--- config.mk ---
export PLATFORM = sky130hd
export DESIGN_NAME = cmd_exec
export DESIGN_NICKNAME = d
export VERILOG_FILES = /design/src/rtl/design_types.sv /design/src/rtl/cmd_alu.sv /design/src/rtl/cmd_exec.sv
export SDC_FILE = /design/constraint.sdc
export NUM_CORES = 1
export LEC_CHECK = 0
export ABC_AREA = 1
export BUFFER_PORTS_ARGS = -buffer_cell sky130_fd_sc_hd__buf_2
export CORE_MARGIN = 2
export CORE_UTILIZATION = 59
export DETAILED_ROUTE_END_ITERATION = 6
export PLACE_DENSITY = 0.85
export SLEW_MARGIN = 20
export SYNTH_ARGS = -nofsm -noshare
export SYNTH_HDL_FRONTEND = slang
export SYNTH_SLANG_ARGS = --single-unit
--- constraint.sdc ---
create_clock -name clk -period 3.5 [get_ports clk]
set_input_delay 0.875 -clock clk [delete_from_list [all_inputs] [get_ports clk]]
set_output_delay 0.875 -clock clk [all_outputs]
set_load 0.05 [all_outputs]
--- src/rtl/design_types.sv ---
// Shared types for the command executor: command word layout, opcode/dest
// encodings and the controller state encoding.
package design_types;

  typedef enum logic [15:0] {
    OP_ADD = 16'h0000,
    OP_SUB = 16'h0001
  } opcode_e;

  typedef enum logic [15:0] {
    DEST_REG = 16'h0000,
    DEST_MEM = 16'h0001
  } dest_e;

  typedef struct packed {
    logic [15:0] opcode;
    logic [15:0] dest;
    logic [15:0] op_a;
    logic [15:0] op_b;
  } cmd_t;

  typedef enum logic [1:0] {
    IDLE    = 2'd0,
    EXEC    = 2'd1,
    REG_OUT = 2'd2,
    MEM_WR  = 2'd3
  } state_e;

  localparam logic [7:0] ERR_CNT_MAX = 8'hFF;

  function automatic logic cmd_is_legal(input cmd_t c);
    logic w_op_ok;
    logic w_dest_ok;
    w_op_ok   = (c.opcode == OP_ADD) || (c.opcode == OP_SUB);
    w_dest_ok = (c.dest == DEST_REG) || (c.dest == DEST_MEM);
    return w_op_ok && w_dest_ok;
  endfunction

endpackage

--- src/rtl/cmd_alu.sv ---
// 17-bit add/subtract datapath; bit 16 is ADD carry-out or SUB borrow.
module cmd_alu
  import design_types::*;
(
  input  logic [15:0] i_op_a,
  input  logic [15:0] i_op_b,
  input  logic [15:0] i_opcode,
  output logic [15:0] o_result,
  output logic        o_carry
);

  logic [16:0] w_sum;

  // Zero-extended subtract leaves the borrow (opA < opB) in bit 16.
  always_comb begin
    w_sum = 17'd0;
    if (i_opcode == OP_SUB) begin
      w_sum = {1'b0, i_op_a} - {1'b0, i_op_b};
    end else begin
      w_sum = {1'b0, i_op_a} + {1'b0, i_op_b};
    end
  end

  assign o_result = w_sum[15:0];
  assign o_carry  = w_sum[16];

endmodule

--- src/rtl/cmd_exec.sv ---
// Command executor: accepts packed ADD/SUB commands, returns results on a
// register port or writes them to sequential memory addresses.
module cmd_exec
  import design_types::*;
#(
  parameter int ADDR_W = 8
) (
  input  logic              clk,
  input  logic              reset,
  input  logic              cmd_valid,
  output logic              cmd_ready,
  input  logic [63:0]       cmd_data,
  output logic              res_valid,
  input  logic              res_ready,
  output logic [15:0]       res_data,
  output logic              res_carry,
  output logic              bus_wr_req,
  input  logic              bus_wr_ack,
  output logic [ADDR_W-1:0] bus_addr,
  output logic [15:0]       bus_wdata,
  output logic              err_pulse,
  output logic [7:0]        err_cnt
);

  localparam logic [ADDR_W-1:0] ADDR_ONE = {{(ADDR_W-1){1'b0}}, 1'b1};

  state_e            r_state;
  state_e            w_next_state;
  cmd_t              r_cmd;
  cmd_t              w_cmd_in;
  logic              w_accept;
  logic              w_legal;
  logic              w_in_legal;
  logic [15:0]       w_alu_res;
  logic              w_alu_carry;

  logic              r_cmd_ready;
  logic              r_res_valid;
  logic [15:0]       r_res_data;
  logic              r_res_carry;
  logic              r_bus_wr_req;
  logic [15:0]       r_bus_wdata;
  logic [ADDR_W-1:0] r_addr;
  logic              r_err_pulse;
  logic [7:0]        r_err_cnt;

  assign w_cmd_in   = cmd_data;
  assign w_accept   = cmd_valid & r_cmd_ready;
  assign w_legal    = cmd_is_legal(r_cmd);
  assign w_in_legal = cmd_is_legal(w_cmd_in);

  cmd_alu u_alu (
    .i_op_a   (r_cmd.op_a),
    .i_op_b   (r_cmd.op_b),
    .i_opcode (r_cmd.opcode),
    .o_result (w_alu_res),
    .o_carry  (w_alu_carry)
  );

  // Controller state register.
  always_ff @(posedge clk) begin
    if (reset) begin
      r_state <= IDLE;
    end else begin
      r_state <= w_next_state;
    end
  end

  // Next-state decode.
  always_comb begin
    w_next_state = r_state;
    case (r_state)
      IDLE: begin
        if (w_accept) w_next_state = EXEC;
        else          w_next_state = IDLE;
      end
      EXEC: begin
        if (!w_legal)                   w_next_state = IDLE;
        else if (r_cmd.dest == DEST_MEM) w_next_state = MEM_WR;
        else                            w_next_state = REG_OUT;
      end
      REG_OUT: begin
        if (res_ready) w_next_state = IDLE;
        else           w_next_state = REG_OUT;
      end
      MEM_WR: begin
        if (bus_wr_ack) w_next_state = IDLE;
        else            w_next_state = MEM_WR;
      end
      default: w_next_state = IDLE;
    endcase
  end

  // Command capture on acceptance.
  always_ff @(posedge clk) begin
    if (reset) begin
      r_cmd <= '0;
    end else if (w_accept) begin
      r_cmd <= w_cmd_in;
    end else begin
      r_cmd <= r_cmd;
    end
  end

  // Ready follows the next state so it is high exactly while in IDLE;
  // the error pulse is decoded at acceptance so it lines up with EXEC.
  always_ff @(posedge clk) begin
    if (reset) begin
      r_cmd_ready <= 1'b0;
      r_err_pulse <= 1'b0;
      r_err_cnt   <= 8'd0;
    end else begin
      r_cmd_ready <= (w_next_state == IDLE);
      r_err_pulse <= w_accept & ~w_in_legal;
      if ((r_state == EXEC) && !w_legal && (r_err_cnt != ERR_CNT_MAX)) begin
        r_err_cnt <= r_err_cnt + 8'd1;
      end else begin
        r_err_cnt <= r_err_cnt;
      end
    end
  end

  // Register-destined result port.
  always_ff @(posedge clk) begin
    if (reset) begin
      r_res_valid <= 1'b0;
      r_res_data  <= 16'd0;
      r_res_carry <= 1'b0;
    end else if ((r_state == EXEC) && (w_next_state == REG_OUT)) begin
      r_res_valid <= 1'b1;
      r_res_data  <= w_alu_res;
      r_res_carry <= w_alu_carry;
    end else if ((r_state == REG_OUT) && res_ready) begin
      r_res_valid <= 1'b0;
      r_res_data  <= r_res_data;
      r_res_carry <= r_res_carry;
    end else begin
      r_res_valid <= r_res_valid;
      r_res_data  <= r_res_data;
      r_res_carry <= r_res_carry;
    end
  end

  // Memory write port and wrapping address counter.
  always_ff @(posedge clk) begin
    if (reset) begin
      r_bus_wr_req <= 1'b0;
      r_bus_wdata  <= 16'd0;
      r_addr       <= '0;
    end else if ((r_state == EXEC) && (w_next_state == MEM_WR)) begin
      r_bus_wr_req <= 1'b1;
      r_bus_wdata  <= w_alu_res;
      r_addr       <= r_addr;
    end else if ((r_state == MEM_WR) && bus_wr_ack) begin
      r_bus_wr_req <= 1'b0;
      r_bus_wdata  <= r_bus_wdata;
      r_addr       <= r_addr + ADDR_ONE;
    end else begin
      r_bus_wr_req <= r_bus_wr_req;
      r_bus_wdata  <= r_bus_wdata;
      r_addr       <= r_addr;
    end
  end

  assign cmd_ready  = r_cmd_ready;
  assign res_valid  = r_res_valid;
  assign res_data   = r_res_data;
  assign res_carry  = r_res_carry;
  assign bus_wr_req = r_bus_wr_req;
  assign bus_addr   = r_addr;
  assign bus_wdata  = r_bus_wdata;
  assign err_pulse  = r_err_pulse;
  assign err_cnt    = r_err_cnt;

endmodule

* After elaboration in Yosys (flattened, before gate mapping)
Cells that the tools add are included.
Widths: inputs -> output; s select.
** Storage, ports and cells
- Memories :: 0
- Word-level logic and storage cells :: 65
- Memory bits (writable) :: 0
- Latch bits :: 0
- Bits in registers :: 119
- Bits of input ports :: 69
- Bits in read-only memories :: 0
** Cells by class
- Add/sub/neg operators :: 4
- Equality and inequality tests :: 10
- Order comparisons :: 0
- $mul :: 0
- Bitwise gates (word level) :: 4
- Muxes and demuxes :: 11
- Reduce and logical (&&, ||, !) cells :: 22
- Divide/modulo/power cells :: 0
- Shift operators :: 0
** Operators by type and width (number)
- $eq 16x1->1 const B :: 4
- $logic_not 16->1 :: 4
- $add 16x16->17 :: 1
- $mux 17 :: 1
- $sub 16x16->17 :: 1
- $add 8x1->8 const B :: 2
- $eq 2x2->1 const B :: 4
- $logic_and 1x1->1 :: 8
- $ne 8x8->1 const B :: 1
- $pmux 2 s4 :: 1
- $mux 1 :: 6
- $mux 2 :: 3
- $logic_not 2->1 :: 2
- $logic_or 1x1->1 :: 4
- $reduce_bool 2->1 :: 2
- $and 1x1->1 :: 2
- $eq 2x1->1 const B :: 1
- $not 1->1 :: 2
- $reduce_and 2->1 :: 1
- $logic_not 1->1 :: 1

* Depth between registers and ports, before layout
- Word-level depth :: 9
- Depth in mapped cells :: 20
- Depth with buffers taken out :: 20

* Modules after synthesis
Synthesis repeated with hierarchy kept, for this count alone.
** Second synthesis, totals
- Cells, all modules :: 970
- Area, all modules :: 6444.9 sq um
** By module, submodules not included
- cmd_exec :: cells each 635, instances 1, area each 4817.1 sq um
- cmd_alu :: cells each 335, instances 1, area each 1627.8 sq um

* Worst setup path before layout
No wires, ideal clock.
- Kind :: flip-flop to flip-flop
- Start point :: register r_cmd[0] (netlist bit)
- End point :: register r_bus_wdata[13] (netlist: bus_wdata[13])
- Path slack :: 1.179 ns
- Arrival time :: 2.206 ns
- Period minus slack after synthesis :: 2.321 ns
- Path buffers :: 0
- Cell stages (with the launch flop) :: 16
- Required time :: 3.385 ns
- Cell sequence :: dfxtp_1 > nor3_1 > nand3_1 > o31ai_1 > xor2_1 > ha_1 > nand2_1 > inv_1 > a21oi_1 > nor2_1 > nor2_1 > nand2_1 > nand2_1 > nand2_1 > o21ai_0 > inv_1
** Between the ends
- Cells in the longest elaborated chain, start to end :: 2
- Elaborated cells on any way between the ends :: 3
- Classes of those cells :: 2 x add/sub; 1 x mux
** Ends and longest elaborated chain
- from (decl) :: RTL line cmd_exec.sv:29 : cmd_t r_cmd;
- from (signal assigned) :: RTL line cmd_exec.sv:99 : r_cmd <= w_cmd_in;
- from (signal assigned) :: RTL line cmd_exec.sv:101 : r_cmd <= r_cmd;
- $add 16x16->17 or $sub 16x16->17 (tied branches) :: RTL line cmd_alu.sv:20, cmd_alu.sv:18
- $mux 17 (*) :: RTL line cmd_alu.sv:17 : if (i_opcode == OP_SUB) begin
- to (signal assigned) :: RTL line cmd_exec.sv:152 : r_bus_wdata <= w_alu_res;
- to (signal assigned) :: RTL line cmd_exec.sv:156 : r_bus_wdata <= r_bus_wdata;
- to (signal assigned) :: RTL line cmd_exec.sv:160 : r_bus_wdata <= r_bus_wdata;
- to (decl) :: RTL line cmd_exec.sv:42 : logic [15:0] r_bus_wdata;
Every way passes the cells marked *; elsewhere a longest branch is shown, timed or not.
A chain may end at the register's enable or synchronous reset.

* Final worst setup path
- Start point :: register r_cmd[0] (netlist bit)
- End point :: register r_res_carry (netlist: res_carry)
** Between the ends
- Cells in the longest elaborated chain, start to end :: 2
- Elaborated cells on any way between the ends :: 3
- Classes of those cells :: 2 x add/sub; 1 x mux
** Ends and longest elaborated chain
- $add 16x16->17 or $sub 16x16->17 (tied branches) :: RTL line cmd_alu.sv:20, cmd_alu.sv:18
- $mux 17 (*) :: RTL line cmd_alu.sv:17
- to (signal assigned) :: RTL line cmd_exec.sv:132 : r_res_carry <= w_alu_carry;
- to (signal assigned) :: RTL line cmd_exec.sv:136 : r_res_carry <= r_res_carry;
- to (signal assigned) :: RTL line cmd_exec.sv:140 : r_res_carry <= r_res_carry;
- to (decl) :: RTL line cmd_exec.sv:40 : logic r_res_carry;
Marked as above.

==> impl_metrics.env <==
export IMPL_outcome="finished clean"
export IMPL_hold_path_end="r_cmd[16]"
export IMPL_post_cts_repair_setup_buffers=0
export IMPL_post_synth_cell_area_avg_um2=6.799
export IMPL_gp_congestion=0.9368
export IMPL_rr_startpoint="r_cmd[0]"
export IMPL_routedWlPerCell_um=13.35
export IMPL_crit_required_ps=3910
export IMPL_finalSetupViolCount=0
export IMPL_cts_tree="yes"
export IMPL_cts_sinks=119
export IMPL_grt_pass1_vias=5490
export IMPL_yosysSeqAreaShare_pct=40.00
export IMPL_yosysWarnings=0
export IMPL_critPathKind="reg2reg"
export IMPL_hold_start="r_cmd[16]"
export IMPL_finalCritPeriodShare_pct=85.29
export IMPL_hold_viol=0
export IMPL_htreeDepth=4
export IMPL_first_pass_iters=5
export IMPL_cp_start_kind="flop"
export IMPL_grt_pass1_wl_um=25180
export IMPL_synth_top_cell_area_share_pct=40.00
export IMPL_cts_root_buffer="clkbuf_8"
export IMPL_p_seq_share_pct=36.3
export IMPL_regArea_mm2=0.002382
export IMPL_fin_worst_skew_ps=9.196
export IMPL_synth_nets=965
export IMPL_intPower_mw=2.777
export IMPL_dp_final_hpwl_um=10910
export IMPL_crit_fanout=5
export IMPL_cp_end_kind="flop"
export IMPL_antenna_found_initial=0
export IMPL_die_area_mm2=0.01091
export IMPL_ir_worst_vdd_uv=297.6
export IMPL_nNetsFinal=1079
export IMPL_ys_seq_elements=119
export IMPL_r2r_cells=18
export IMPL_postCtsHoldBufs=0
export IMPL_rsz0062_at_grt="false"
export IMPL_multiInputGateArea_mm2=0.003114
export IMPL_min_period_ps=2985
export IMPL_drive_above_1_share_pct=17.35
export IMPL_finalMaxSlewViolations=0
export IMPL_track_usage_pct=28.31
export IMPL_netlist_area_mm2=0.005956
export IMPL_reg2reg_slack_ps=510
export IMPL_initial_core_util_pct=60.93
export IMPL_post_cts_resized=0
export IMPL_tns_ps=0
export IMPL_synth_area_leaders="dfxtp_1, nor2_1, nand2_1"
export IMPL_antenna_cells=0
export IMPL_syn_inst=876
export IMPL_via_per_inst=5.283
export IMPL_drcViolationCount=0
export IMPL_ant_nets=0
export IMPL_port_buffers=121
export IMPL_area_growth_pct=21.53
export IMPL_io_pins=122
export IMPL_die_h_um=104.5
export IMPL_die_w_um=104.5
export IMPL_switching_share_pct=30.58
export IMPL_ys_types=33
export IMPL_cts_buffers_inserted=17
export IMPL_drtIter0Drc=340
export IMPL_clk_path_buf_depth=2
export IMPL_layout_setup_ws_ps=515.0
export IMPL_fillerInstances=819
export IMPL_p_leak_nw=3.529
export IMPL_vias=6001
export IMPL_grt_overflow_total=0
export IMPL_min_path_type="reg2reg"
export IMPL_clock_power_share_pct=44.7
export IMPL_clk_pin_slew_ps=60
export IMPL_relSlewSlack_pct=51.38
export IMPL_pre_cts_slack_ps=687.8
export IMPL_rows=36
export IMPL_powerDensity_mw_per_mm2=552.6
export IMPL_routed_wl_um=15160
export IMPL_clk_latency_ps=520
export IMPL_p_comb_share_pct=19.1
export IMPL_worstMarginPinSlew_ps=726.7
export IMPL_fmax_mhz=335.0
export IMPL_power_switching_mw=1.223
export IMPL_core_mm2=0.009774
export IMPL_synth_top_area_cell="dfxtp_1"
export IMPL_holdPathStages=2
export IMPL_p_total_mw=4.000
export IMPL_reg2reg_to="res_carry"
export IMPL_whs_ps=472.3
export IMPL_worst_ep_arrival_time_ps=3400
export IMPL_max_cap_violations=0
export IMPL_grt_max_degree=54
==> critical path, cell delays in order (launching register included) <==
cell and delay, ps:
dfxtp_1 330, inv_1 80, ha_1 200, nand2_1 100
nor2_1 190, inv_1 80, o21ai_0 270, xor2_1 250
ha_1 330, nand2_1 120, inv_1 60, a21oi_1 230
nor2_1 60, nor2_1 180, nand2_1 80, nand2_1 60
nand2_1 70, nor2_1 120, nor2_1 60
==> worst max path at each step <==
| stage | start | end | slack (ps) | depth (start not counted) |
|---|---|---|---|---|
| 3_3_place_gp | r_cmd[0] | bus_wdata[13] | 750 | 15 |
| 3_5_place_dp | r_cmd[0] | bus_wdata[15] | 690 | 16 |
| 5_1_grt | r_cmd[0] | res_carry | 280 | 17 |
| 4_1_cts | r_cmd[0] | res_carry | 550 | 18 |
| 2_1_floorplan | r_cmd[0] | bus_wdata[13] | 1180 | 15 |
| 6_report | r_cmd[0] | res_carry | 510 | 18 |
==> layout by cell type, fill, tap and decap left out, types with 16 or more instances in the layout <==
cell,n
inv_1,81
clkbuf_16,16
buf_2,121
xor2_1,18
nand3_1,48
ha_1,19
nand2_1,146
a21oi_1,53
dfxtp_1,119
nor2_1,197
o21ai_0,93
==> registers in the layout, indices dropped and copies added, names as in the netlist, 2 cells and up <==
register	cells
r_cmd	64
bus_addr	8
err_cnt	8
res_data	16
r_state	2
bus_wdata	16
==> cell usage after synthesis <==
cell,count
a21oi_1,53
and2_1,1
and3_1,1
buf_1,2
buf_2,3
buf_4,3
buf_6,1
clkbuf_1,23
clkinv_1,3
dfxtp_1,119
fa_1,1
ha_1,19
inv_1,81
inv_2,1
nand2_1,147
nand2_2,1
nand2_4,1
nand3_1,48
nand3_2,2
nand3b_1,1
nand4_1,14
nor2_1,197
nor2_2,4
nor2_4,2
nor3_1,14
nor4_1,7
o21ai_0,93
o21bai_1,2
o31ai_1,2
or2_2,2
or3_1,1
xnor2_1,9
xor2_1,18
==> power by group through the flow <==
stage	clock network (mW)	logic, mW	registers, mW
5_1_grt	1.87	0.859	1.46
2_1_floorplan	0	0.534	1.48
6_report	1.79	0.762	1.45
3_3_place_gp	0	0.736	1.48
4_1_cts	1.79	0.753	1.45
3_5_place_dp	0	0.742	1.48
==> routing by layer <==
metal	track usage (%)	vias to the layer above	routed length [um]
li1	-	3060	-
met1	34.20	2662	6403
met2	49.49	245	7362
met3	6.078	34	1065
met4	10.04	0	333
met5	0	-	0
==> logic make-up (layout without fill, tap and decap cells) <==
group | Yosys count | after routing | synth area share [%]
adders and majority gates | 20 | 20 | 4.328
buffers and inverters | 117 | 244 | 7.752
AOI/OAI and AO/OA | 150 | 150 | 12.77
and+or+nand+nor | 443 | 443 | 31.18
DFF | 119 | 119 | 40.00
xor gates and xnor gates | 27 | 27 | 3.971
==> cell type report <==
type	instances	share of cell area, %
clock inverters	15	2.645
repair buffers	127	8.989
multi-input cells	640	43.03
well taps	133	2.299
clock buffers	17	5.722
inverters	85	4.408
flip-flops and latches	119	32.91
==> per-stage QoR <==
stage	util (%)	cells	instance area [um2]
3_3_place_gp	67.86	1104	6633
3_5_place_dp	67.86	1104	6633
4_1_cts	74.05	1136	7238
5_1_grt	74.05	1136	7238
6_report	74.05	1136	7238
2_1_floorplan	-	876	5956
Note: power is estimated with default switching activity, not from simulation.
